$ cat config.mk
export PLATFORM = sky130hd
export DESIGN_NAME = dcache_ctrl
export DESIGN_NICKNAME = d
export VERILOG_FILES = /design/src/rtl/dcache_ctrl.sv
export SDC_FILE = /design/constraint.sdc
export NUM_CORES = 1
export LEC_CHECK = 0
export CORE_MARGIN = 1.5
export CORE_UTILIZATION = 59
export DETAILED_ROUTE_END_ITERATION = 8
export PLACE_DENSITY = 0.8
export RECOVER_POWER = 25
export SYNTH_ARGS = -nofsm -noshare
export SYNTH_HDL_FRONTEND = slang
export SYNTH_SLANG_ARGS = --single-unit
$ cat constraint.sdc
create_clock -name i_clk -period 7.45 [get_ports i_clk]
set_clock_uncertainty 0.2 [all_clocks]
set_input_delay 2.235 -clock i_clk [delete_from_list [all_inputs] [get_ports i_clk]]
set_output_delay 2.235 -clock i_clk [all_outputs]
set_load 0.02 [all_outputs]
$ cat src/rtl/dcache_ctrl.sv
`default_nettype none
// ============================================================================
//  Module      : dcache_ctrl
//  Description : Direct-mapped, write-back data cache between the CPU
//                load/store path and a block-wide data memory. Hits complete
//                with no stall. Misses stall the CPU while the cache runs the
//                memory read handshake itself, writing back a dirty victim
//                line first when one is present.
//  Revision    : 1.0  initial release
// ============================================================================
module dcache_ctrl #(
    parameter int BLOCKS    = 8,
    parameter int BLK_BYTES = 4,
    parameter int ADDR_W    = 8
) (
    input  logic                                 i_clk,
    input  logic                                 i_rst_n,
    input  logic                                 i_read,
    input  logic                                 i_write,
    input  logic [ADDR_W-1:0]                    i_address,
    input  logic [7:0]                           i_writedata,
    output logic [7:0]                           o_readdata,
    output logic                                 o_busywait,
    output logic                                 o_mem_read,
    output logic                                 o_mem_write,
    output logic [ADDR_W-$clog2(BLK_BYTES)-1:0]  o_mem_address,
    output logic [8*BLK_BYTES-1:0]               o_mem_writedata,
    input  logic [8*BLK_BYTES-1:0]               i_mem_readdata,
    input  logic                                 i_mem_busywait
);

    localparam int c_IDX_W  = $clog2(BLOCKS);
    localparam int c_OFF_W  = $clog2(BLK_BYTES);
    localparam int c_TAG_W  = ADDR_W - c_IDX_W - c_OFF_W;
    localparam int c_WORD_W = 8 * BLK_BYTES;
    localparam int c_MADR_W = c_TAG_W + c_IDX_W;

    typedef enum logic [1:0] {
        S_IDLE   = 2'd0,
        S_WBACK  = 2'd1,
        S_MEMRD  = 2'd2,
        S_UPDATE = 2'd3
    } state_t;

    state_t                r_state;
    logic [BLOCKS-1:0]     r_valid;
    logic [BLOCKS-1:0]     r_dirty;
    logic [c_TAG_W-1:0]    r_tag  [BLOCKS];
    logic [c_WORD_W-1:0]   r_data [BLOCKS];
    logic [c_WORD_W-1:0]   r_fill;
    logic                  r_mem_read;
    logic                  r_mem_write;
    logic [c_MADR_W-1:0]   r_mem_address;
    logic [c_WORD_W-1:0]   r_mem_writedata;

    logic [c_TAG_W-1:0]    w_tag;
    logic [c_IDX_W-1:0]    w_idx;
    logic [c_OFF_W-1:0]    w_off;
    logic                  w_req;
    logic                  w_hit;
    logic                  w_idle_hit;
    logic                  w_store;
    logic [c_WORD_W-1:0]   w_line;
    logic [7:0]            w_byte;

    assign w_tag      = i_address[ADDR_W-1 -: c_TAG_W];
    assign w_idx      = i_address[c_OFF_W +: c_IDX_W];
    assign w_off      = i_address[c_OFF_W-1:0];
    assign w_req      = i_read | i_write;
    assign w_hit      = r_valid[w_idx] && (r_tag[w_idx] == w_tag);
    assign w_idle_hit = (r_state == S_IDLE) && w_hit;
    // A simultaneous read and write is serviced as a store only.
    assign w_store    = i_write && w_idle_hit;
    assign w_line     = r_data[w_idx];
    assign w_byte     = w_line[{w_off, 3'b000} +: 8];

    assign o_busywait      = w_req && !w_idle_hit;
    assign o_readdata      = (i_read && !i_write && w_idle_hit) ? w_byte : 8'd0;
    assign o_mem_read      = r_mem_read;
    assign o_mem_write     = r_mem_write;
    assign o_mem_address   = r_mem_address;
    assign o_mem_writedata = r_mem_writedata;

    // Miss-handling FSM with registered memory strobes, plus valid/dirty tracking.
    always_ff @(posedge i_clk or negedge i_rst_n) begin
        if (!i_rst_n) begin
            r_state         <= S_IDLE;
            r_valid         <= '0;
            r_dirty         <= '0;
            r_fill          <= '0;
            r_mem_read      <= 1'b0;
            r_mem_write     <= 1'b0;
            r_mem_address   <= '0;
            r_mem_writedata <= '0;
        end else begin
            case (r_state)
                S_IDLE: begin
                    if (w_store) begin
                        r_dirty[w_idx] <= 1'b1;
                    end
                    if (w_req && !w_hit) begin
                        if (r_valid[w_idx] && r_dirty[w_idx]) begin
                            r_state         <= S_WBACK;
                            r_mem_write     <= 1'b1;
                            r_mem_address   <= {r_tag[w_idx], w_idx};
                            r_mem_writedata <= w_line;
                        end else begin
                            r_state       <= S_MEMRD;
                            r_mem_read    <= 1'b1;
                            r_mem_address <= {w_tag, w_idx};
                        end
                    end
                end
                S_WBACK: begin
                    if (!i_mem_busywait) begin
                        r_state         <= S_MEMRD;
                        r_mem_write     <= 1'b0;
                        r_mem_read      <= 1'b1;
                        r_mem_address   <= {w_tag, w_idx};
                        r_mem_writedata <= '0;
                    end
                end
                S_MEMRD: begin
                    if (!i_mem_busywait) begin
                        r_state       <= S_UPDATE;
                        r_mem_read    <= 1'b0;
                        r_mem_address <= '0;
                        r_fill        <= i_mem_readdata;
                    end
                end
                S_UPDATE: begin
                    r_state        <= S_IDLE;
                    r_valid[w_idx] <= 1'b1;
                    r_dirty[w_idx] <= 1'b0;
                end
                default: begin
                    r_state <= S_IDLE;
                end
            endcase
        end
    end

    // Tag and data arrays: line fill on UPDATE, byte merge on a store hit.
    always_ff @(posedge i_clk) begin
        if (r_state == S_UPDATE) begin
            r_data[w_idx] <= r_fill;
            r_tag[w_idx]  <= w_tag;
        end else if (w_store) begin
            r_data[w_idx][{w_off, 3'b000} +: 8] <= i_writedata;
        end
    end

endmodule
`default_nettype wire

# Yosys cells after proc, flatten, opt, wreduce, memory -nomap -nowiden
# Memory sizes are Yosys's and may differ from the RTL's.
# Index checks and enable logic that the tools add are counted.
[totals] ram_bits=280 reg_bits=90 wordCells=154 n_memories=2 inputBits=53 out_inout_bits=49
[classes] magnitude_cmp=2 bitwise_logic=38 shift=3 n_reduce_logical=22 n_mux=68 add_sub_neg=1 n_eq_ne=10
[mem_list] memory="r_data" depth=8 word_bits=32 rd=1 rd_ports_with_merged_regs=0 write_ports=1 line_no="49" text="logic [c_WORD_W-1:0] r_data [BLOCKS];"
[mem_list] memory="r_tag" depth=8 word_bits=3 rd=1 rd_ports_with_merged_regs=0 write_ports=1 line_no="48" text="logic [c_TAG_W-1:0] r_tag [BLOCKS];"
[ops] op="2-to-1 mux 32 bit" count=4
[ops] op="one-hot mux 32 bit (2 select lines)" count=1
[ops] op="2-to-1 mux 1 bit" count=45
[ops] op="bitwise OR 1 bit" count=33
[ops] op="variable shift 8 x 7 -> 32 bit, first input constant" count=1
[ops] op="variable part select 32 x 6 -> 8 bit" count=1
[ops] op="variable part select 8 x 7 -> 32 bit" count=1
[ops] op="2-to-1 mux 6 bit" count=4
[ops] op="one-hot mux 6 bit (3 select lines)" count=1
[ops] op="2-to-1 mux 8 bit" count=2
[ops] op="bitwise OR 8 bit" count=2
[ops] op="one-hot mux 8 bit (2 select lines)" count=1
[ops] op="logical AND 1 bit" count=9
[ops] op="AND 8 bit" count=1
[ops] op="2-to-1 mux 2 bit" count=4
[ops] op="!= test 2 bit, second input constant" count=4
[ops] op="NOT 8 bit" count=1
[ops] op="one-hot mux 2 bit (4 select lines)" count=1
[ops] op="AND reduction 4 bit" count=2
[ops] op="negator 5 -> 7 bit" count=1
[ops] op="binary-select mux 1 bit (select 3 bit)" count=2
[ops] op="AND reduction 5 bit" count=1
[ops] op="equality test 2 bit, second input constant" count=2
[ops] op="< comparator 3 x 4 -> 1 bit, second input constant" count=1
[ops] op="other kinds (14)" count=19

# Longest topological paths before layout
[depth] ltp_word=9 depth_mapped=11 depth_no_buf=7

# Worst setup path before layout
# OpenSTA, ideal clock, no wires.
[synth_path] kind="input -> output" start="input i_address[2]" end="output o_readdata[0]" n_path_buf=2 slack_ns=0.147 required_time_ns=5.015 t_arrival_ns=4.868 stages=8 path_cell_list="buf_4 -> buf_6 -> mux2i_1 -> o22ai_1 -> or3_4 -> a211oi_4 -> nand2_1 -> nor4b_1"
[synth_via] elab_chain_len=6 elab_cells_between_ends=10 cone_classes="1 x eq/ne; 1 x shift; 3 x mux; 3 x reduce/logical; 2 x memory"
[synth_rtl] item="start, declared" line_no="20" text="input logic [ADDR_W-1:0] i_address,"
[synth_rtl] item="parallel branches: the longest is 5 deep, another holds memory read (8 x 32 bit)"
[synth_rtl] item="2-to-1 mux 8 bit (*)" line_no="78" text="assign o_readdata = (i_read && !i_write && w_idle_hit) ? w_byte : 8'd0;"
[synth_rtl] item="end, declared" line_no="22" text="output logic [7:0] o_readdata,"
# Mark *: on every way between the ends. The select of a mux whose other input is x is not followed.

# Worst setup path in the final report
[layout_path] start="input i_address[4]" end="output o_readdata[3]"
# Same word-level chain as after synthesis.

==> impl_metrics.ini <==
[cts]
cts_sinks = 370
postCtsSetupRepairBufs = 0
cts_tree = done
clock_latency_ps = 530
numCtsBuffers = 38
htreeDepth = 2
hold_buffers = 0
post_cts_resized = 8
max-clock-path-buffers = 3
cts_root_buffer = clkbuf_16
clkTransAtPathRegs_ps = 60

[power]
power-per-cell-area_mw_per_mm2 = 339
max-vdd-ir-drop_mv = 0.237
power_leakage_nw = 7.06

[yosys]
syn_nets = 1052
synth_top_area_share_pct = 53.2
yosysSeqAreaShare_pct = 67.4
yosys-top-cells-area = edfxtp_1, dfrtp_1, mux4_2
synth_cell_types = 58
synthCells = 990
synth_edf_count = 280
synthFlopType = edfxtp_1
yosys_warnings = 0
ys_async_sr_fraction_pct = 24.3
syn_area_per_cell_um2 = 16.0
synthesis.area_mm2 = 0.0158
synth_seq_cells = 370
yosys.area.top_type = edfxtp_1

[finish]
layout_common_cells = edfxtp_1, dfrtp_1, mux2i_1, nor2_1, clkdlybuf4s50_1
design_area_mm2 = 0.0187
layout.cells.most_common = edfxtp_1
layout.nets = 1204
synthToLayoutAreaGrowth_pct = 18.5
diodes = 0
drive_above_1_share_pct = 19.7

[floorplan]
ios = 102
start_util_pct = 60.3
rows = 59
die-area_mm2 = 0.0278
core-area_mm2 = 0.0262
chipHeight_um = 167
die_x_um = 167

[timing]
fin_crit_ps = 7360
hold_viol = 0
slew_violations = 126
setup_ws_ps = 93.7
timing.final.crit_share_pct = 98.7
finalSetupTns_ps = 0
tightest_slew_ps = 2610
setup_viol = 0
fmax_mhz = 136
relSlewSlack_pct = -74.3
rsz0062_at_grt = no

[detailed_routing]
drtAntennaViolNets = 0
first_pass_iters = 9
drc = 13
wl_per_cell_um = 25.6
drtIter0Drc = 1271
totalWireLength_um = 38600
num_vias = 9628
avgViaCountPerCell = 6.40

[critical_path]
cp_cell_sequence = buf_4, buf_4, mux4_2, mux2_2, mux4_2, and4_1, clkdlybuf4s50_1
crit_type = in2out
crit_fanout = 29
cpPeakStageDelay_ps = 530
worst-path-buf-inv = 3
worstSetupStartpointType = primary input
worstSetupEndpointType = output port
cp_slowest_cell = clkdlybuf4s50_1
cp.arrival_ps = 4920
crit_family = buffers and inverters
worstPathRequired_ps = 5020

[status]
status = finished, violations left
violations = design-rule violations, max-capacitance violations, max-slew violations

[min_path]
hold_path_class = reg2reg

[place]
hpwl_um = 26500
gp_congestion = 0.893
place.port_buffers = 101
placed_cell_area_mm2 = 0.0175
pre_cts_ws_ps = -27.5

[global_route]
grt_pass1_wl_um = 59600
grt_start_max_net_pins = 49
grt_pass1_vias = 9693
antenna_found_initial = 0
overflow = 0
grt_use_total_pct = 28.8

[flow_run]
maxCapViolations = 3
path summary, 6_finish.rpt:
check / slack [ps] / from / to / cells after the start
worst max-delay path: 90 / i_address[4] / o_readdata[3] / 7
worst min-delay path: 270 / r_valid[6] / r_valid[6] / 1
worst max register to register: 3470 / r_tag[3][0] / r_data[0][5] / 6
worst min register to register: 270 / r_valid[6] / r_valid[6] / 1
max in group asynchronous: 1450 / i_rst_n / r_fill[5] / 2
min in group asynchronous: 2220 / i_rst_n / o_mem_address[3] / 1
cells in the mapped netlist (16+ instances only):
| cell | count |
|---|---|
| mux2_2 | 50 |
| nor2_1 | 72 |
| edfxtp_1 | 280 |
| mux2i_1 | 85 |
| buf_2 | 16 |
| mux2_1 | 26 |
| clkbuf_1 | 20 |
| inv_1 | 48 |
| mux4_2 | 46 |
| nand2_1 | 50 |
| a221oi_1 | 20 |
| dfrtp_1 | 90 |
| o22ai_1 | 16 |
through the flow:
step | util [%] | total power [mW] | hold slack, ps | cells
global placement | 66.8 | 4.43 | 253 | 1437
finish | 71.5 | 6.36 | 270 | 1505
detailed placement | 66.8 | 4.49 | 256 | 1437
CTS | 71.6 | 6.39 | 271 | 1505
global route | 71.5 | 6.61 | 278 | 1505
floorplan | - | 3.86 | 239 | 990
layer usage:
metal	wire, µm	global-route usage (%)	part of all wire, %
met3	4220	5.66	11
met1	15500	41.6	40
met2	17900	45.2	46
met4	931	8.42	2.4
met5	0	0	0
flip-flops by register name, summed over array words and instances, names as in the netlist, named ones only:
register	count
r_valid	8
o_mem_write	1
r_fill	32
r_state	2
o_mem_address	6
o_mem_read	1
r_tag	24
r_data	256
o_mem_writedata	32
area by class of cell:
class                      instances  area (µm²)
inverter                          51         191
clock inverter                    21         224
sequential                       370       10700
tap                              335         419
multi-input combinational        521        4720
clock buffer                      47        1030
timing repair buffer             160        1490
fill                            1640        7470
kinds of logic (layout without fill, tap and decap cells):
family,after synthesis,in the layout,synth area share (%)
AOI/OAI and AO/OA,109,109,5.38
adders and majority gates,9,9,0.712
buffers and inverters,99,279,2.76
DFF,370,370,67.4
muxes,207,207,17.4
and+or+nand+nor,196,196,6.36
where the power goes:
part           internal [mW]  leakage [nW]  switching, mW
clock network           1.12         0.605          0.781
logic                  0.617          2.84          0.922
registers               2.77          3.61          0.144
Note: power is estimated with default switching activity, not from simulation.
==> edit (same settings) <==
Reset style: synchronous (`i_rst_n`), changed in one clocked block.
--- a/src/rtl/dcache_ctrl.sv
+++ b/src/rtl/dcache_ctrl.sv
@@ -84,3 +84,3 @@
     // Miss-handling FSM with registered memory strobes, plus valid/dirty tracking.
-    always_ff @(posedge i_clk or negedge i_rst_n) begin
+    always_ff @(posedge i_clk) begin
         if (!i_rst_n) begin
Behaviour: differs if i_rst_n is asserted again (counterexample within 4 cycles, from zero or initial values and one cycle with i_rst_n low); with i_rst_n held inactive, the same outputs for 4 cycles.
==> edit against the original RTL <==
  * The flow finishes with violations (capacitance limit, slew limit)
  * Design area is 2.8% lower
  * Die area down 2.5%
  * Sequential cell count did not move
  * Routed wire length grew 3.1%
  * Synthesized area decreased by 2.5%
  * Synthesized cell count up 14%
  * Largest cell class unchanged
  * Total power down 22%
  * Worst hold slack worse by 13 ps
  * Worst setup slack improved by 88 ps
==> edit: results (changes against the original RTL) <==
outcome=finished, violations left; failing checks=capacitance limit, slew limit; Clock Path Buffers=3 (unchanged); GPL Wtd Cong=0.885 (-0.97%); syn_area_per_cell=13.7 um^2 (-14%); worst vdd ir=0.230 mV (-3.1%); PortBufs=101 (unchanged); Avg Vias per Cell=6.31 (-1.4%); CP Max Fanout=34 (+17%); slowest cell on the critical path=clkdlybuf4s50_1; DP HPWL=27.1 mm (+2.2%); Reg2Reg Setup Slack=3360 ps (-110 ps); max reg flops=256 (unchanged); final hold slack=257 ps (-12.7 ps); Seq/Total Area, Yosys=66.2% (-1.2 points); initial antenna violation count=1 (+1); first-pass GRT wire length=59.5 mm (-0.23%); ys async rst share=0% (-24 points); RR Endpoint=o_mem_write; Hold Crit Depth=2 (+1); global router's overall resource usage=30.1% (+1.3 points); First DRT Iteration DRCs=1,500 (+18%); largest net degree at the start of global routing=97 (+98%); CP arrival=4830 ps (-90 ps); drt pass-1 iters=7 (-2); via count of the first global-routing pass=9,772 (+0.82%); max_cap viols=2 (-1); non-filler cells in the finished layout=1,614 (+7.2%); EDFF count, synth=280 (unchanged); CTS Root Cell=clkbuf_16; layout net count=1,319 (+9.6%); Yosys cell types=61 (+5.2%); Leak Pwr=0.00670 uW (-5.1%); Filler cells=1,629 (-0.67%); syn nets=1,189 (+13%); most frequent cells after synthesis=280 x edfxtp_1, 173 x nand2_1, 90 x dfxtp_1; Cells after DPL=1,547 (+7.7%); Routed WL per cell=24.6 um (-3.9%); max incr delay on CP=610 ps (+80 ps); Slew Limit Fails=67 (-47%); Clock Pin Slew Worst Setup and Hold Paths=60 ps (about the same); H-Tree Depth=2 (unchanged); FF-to-FF path depth=9 (+3); Slew headroom=-34.1% (+40 points); clock latency on the worst-skew pair=520 ps; layout cells sized above 1=14.1% (-5.6 points); Ys Warns=0 (unchanged); Hold Startpoint=o_mem_writedata[0]; top cells by area, synth=edfxtp_1 55%, dfxtp_1 12%, mux2i_1 5.8%; pre-CTS WS=119 ps (+147 ps); Most flops, register=r_data; Num CTS Buffers=38 (unchanged); Worst Hold Class=flip-flop to flip-flop; Worst R2R Start=r_tag[4][2]; Hold Crit Endpoint=o_mem_writedata[0]; n_diodes=0 (unchanged)
[edit: cells by family (layout without fill, tap and decap cells)]
| family | after synthesis | count (layout) | share of synthesized area, % |
|---|---|---|---|
| AND/OR/NAND/NOR | 290 | 290 | 8.21 |
| AO/OA/AOI/OAI | 197 | 197 | 9.40 |
| buffers and inverters | 108 | 265 | 2.81 |
| adder cells (fa/ha/maj) | 9 | 9 | 0.731 |
| XOR/XNOR | 3 | 3 | 0.171 |
| multiplexers | 150 | 150 | 12.4 |
| flip-flops | 370 | 370 | 66.2 |
[edit: worst max path at each step]
stage                 startpoint            end  slack (ps)  cells after the start
floorplan           i_address[4]  o_readdata[7]         450                     10
global placement    i_address[3]  o_readdata[2]         210                      8
detailed placement  i_address[2]  o_readdata[7]         120                     10
CTS                 i_address[2]  o_readdata[7]         110                     10
global route        i_address[2]  o_readdata[1]           6                     11
finish              i_address[2]  o_readdata[6]         180                      9
[edit: routing by layer]
| metal | up-vias | routed length (um) | global-route usage (%) |
|---|---|---|---|
| met1 | 4900 | 15700 | 43.4 |
| li1 | 4473 | - | - |
| met2 | 700 | 17900 | 46.2 |
| met3 | 105 | 4830 | 6.28 |
| met4 | 2 | 1290 | 9.79 |
| met5 | - | 13 | 0 |
[edit: report_power, final]
group          switching (uW)  internal (uW)
Combinational             494            303
Sequential               45.7           2350
Clock                     769           1030
[edit: through the flow]
stage | instance area [um^2] | power [uW]
final | 18200 | 4990
after global routing | 18200 | 5140
after CTS | 18200 | 5000
after detailed placement | 17100 | 3240
after global placement | 17100 | 3220
after floorplan | 15400 | 2920
[edit: layout make-up]
cell class	instances	area share, %
clock buffers	48	5.72
repair buffers	154	8.13
inverters	44	0.907
multi-input cells	649	26.2
clock inverters	19	0.694
well taps	330	2.27
flip-flops and latches	370	56.1
[edit: what timing repair did]
item | in CTS | in global routing
gates resized for setup | 0 | 6
buffers inserted | 0 | 0
endpoints found under the setup margin | 0 | 6
[edit: worst max-delay path, delay by kind of cell]
family	cells	cell delay, ps
AO/OA/AOI/OAI	2	530
buffers and inverters	4	1350
multiplexers	1	490
AND/OR/NAND/NOR	2	230
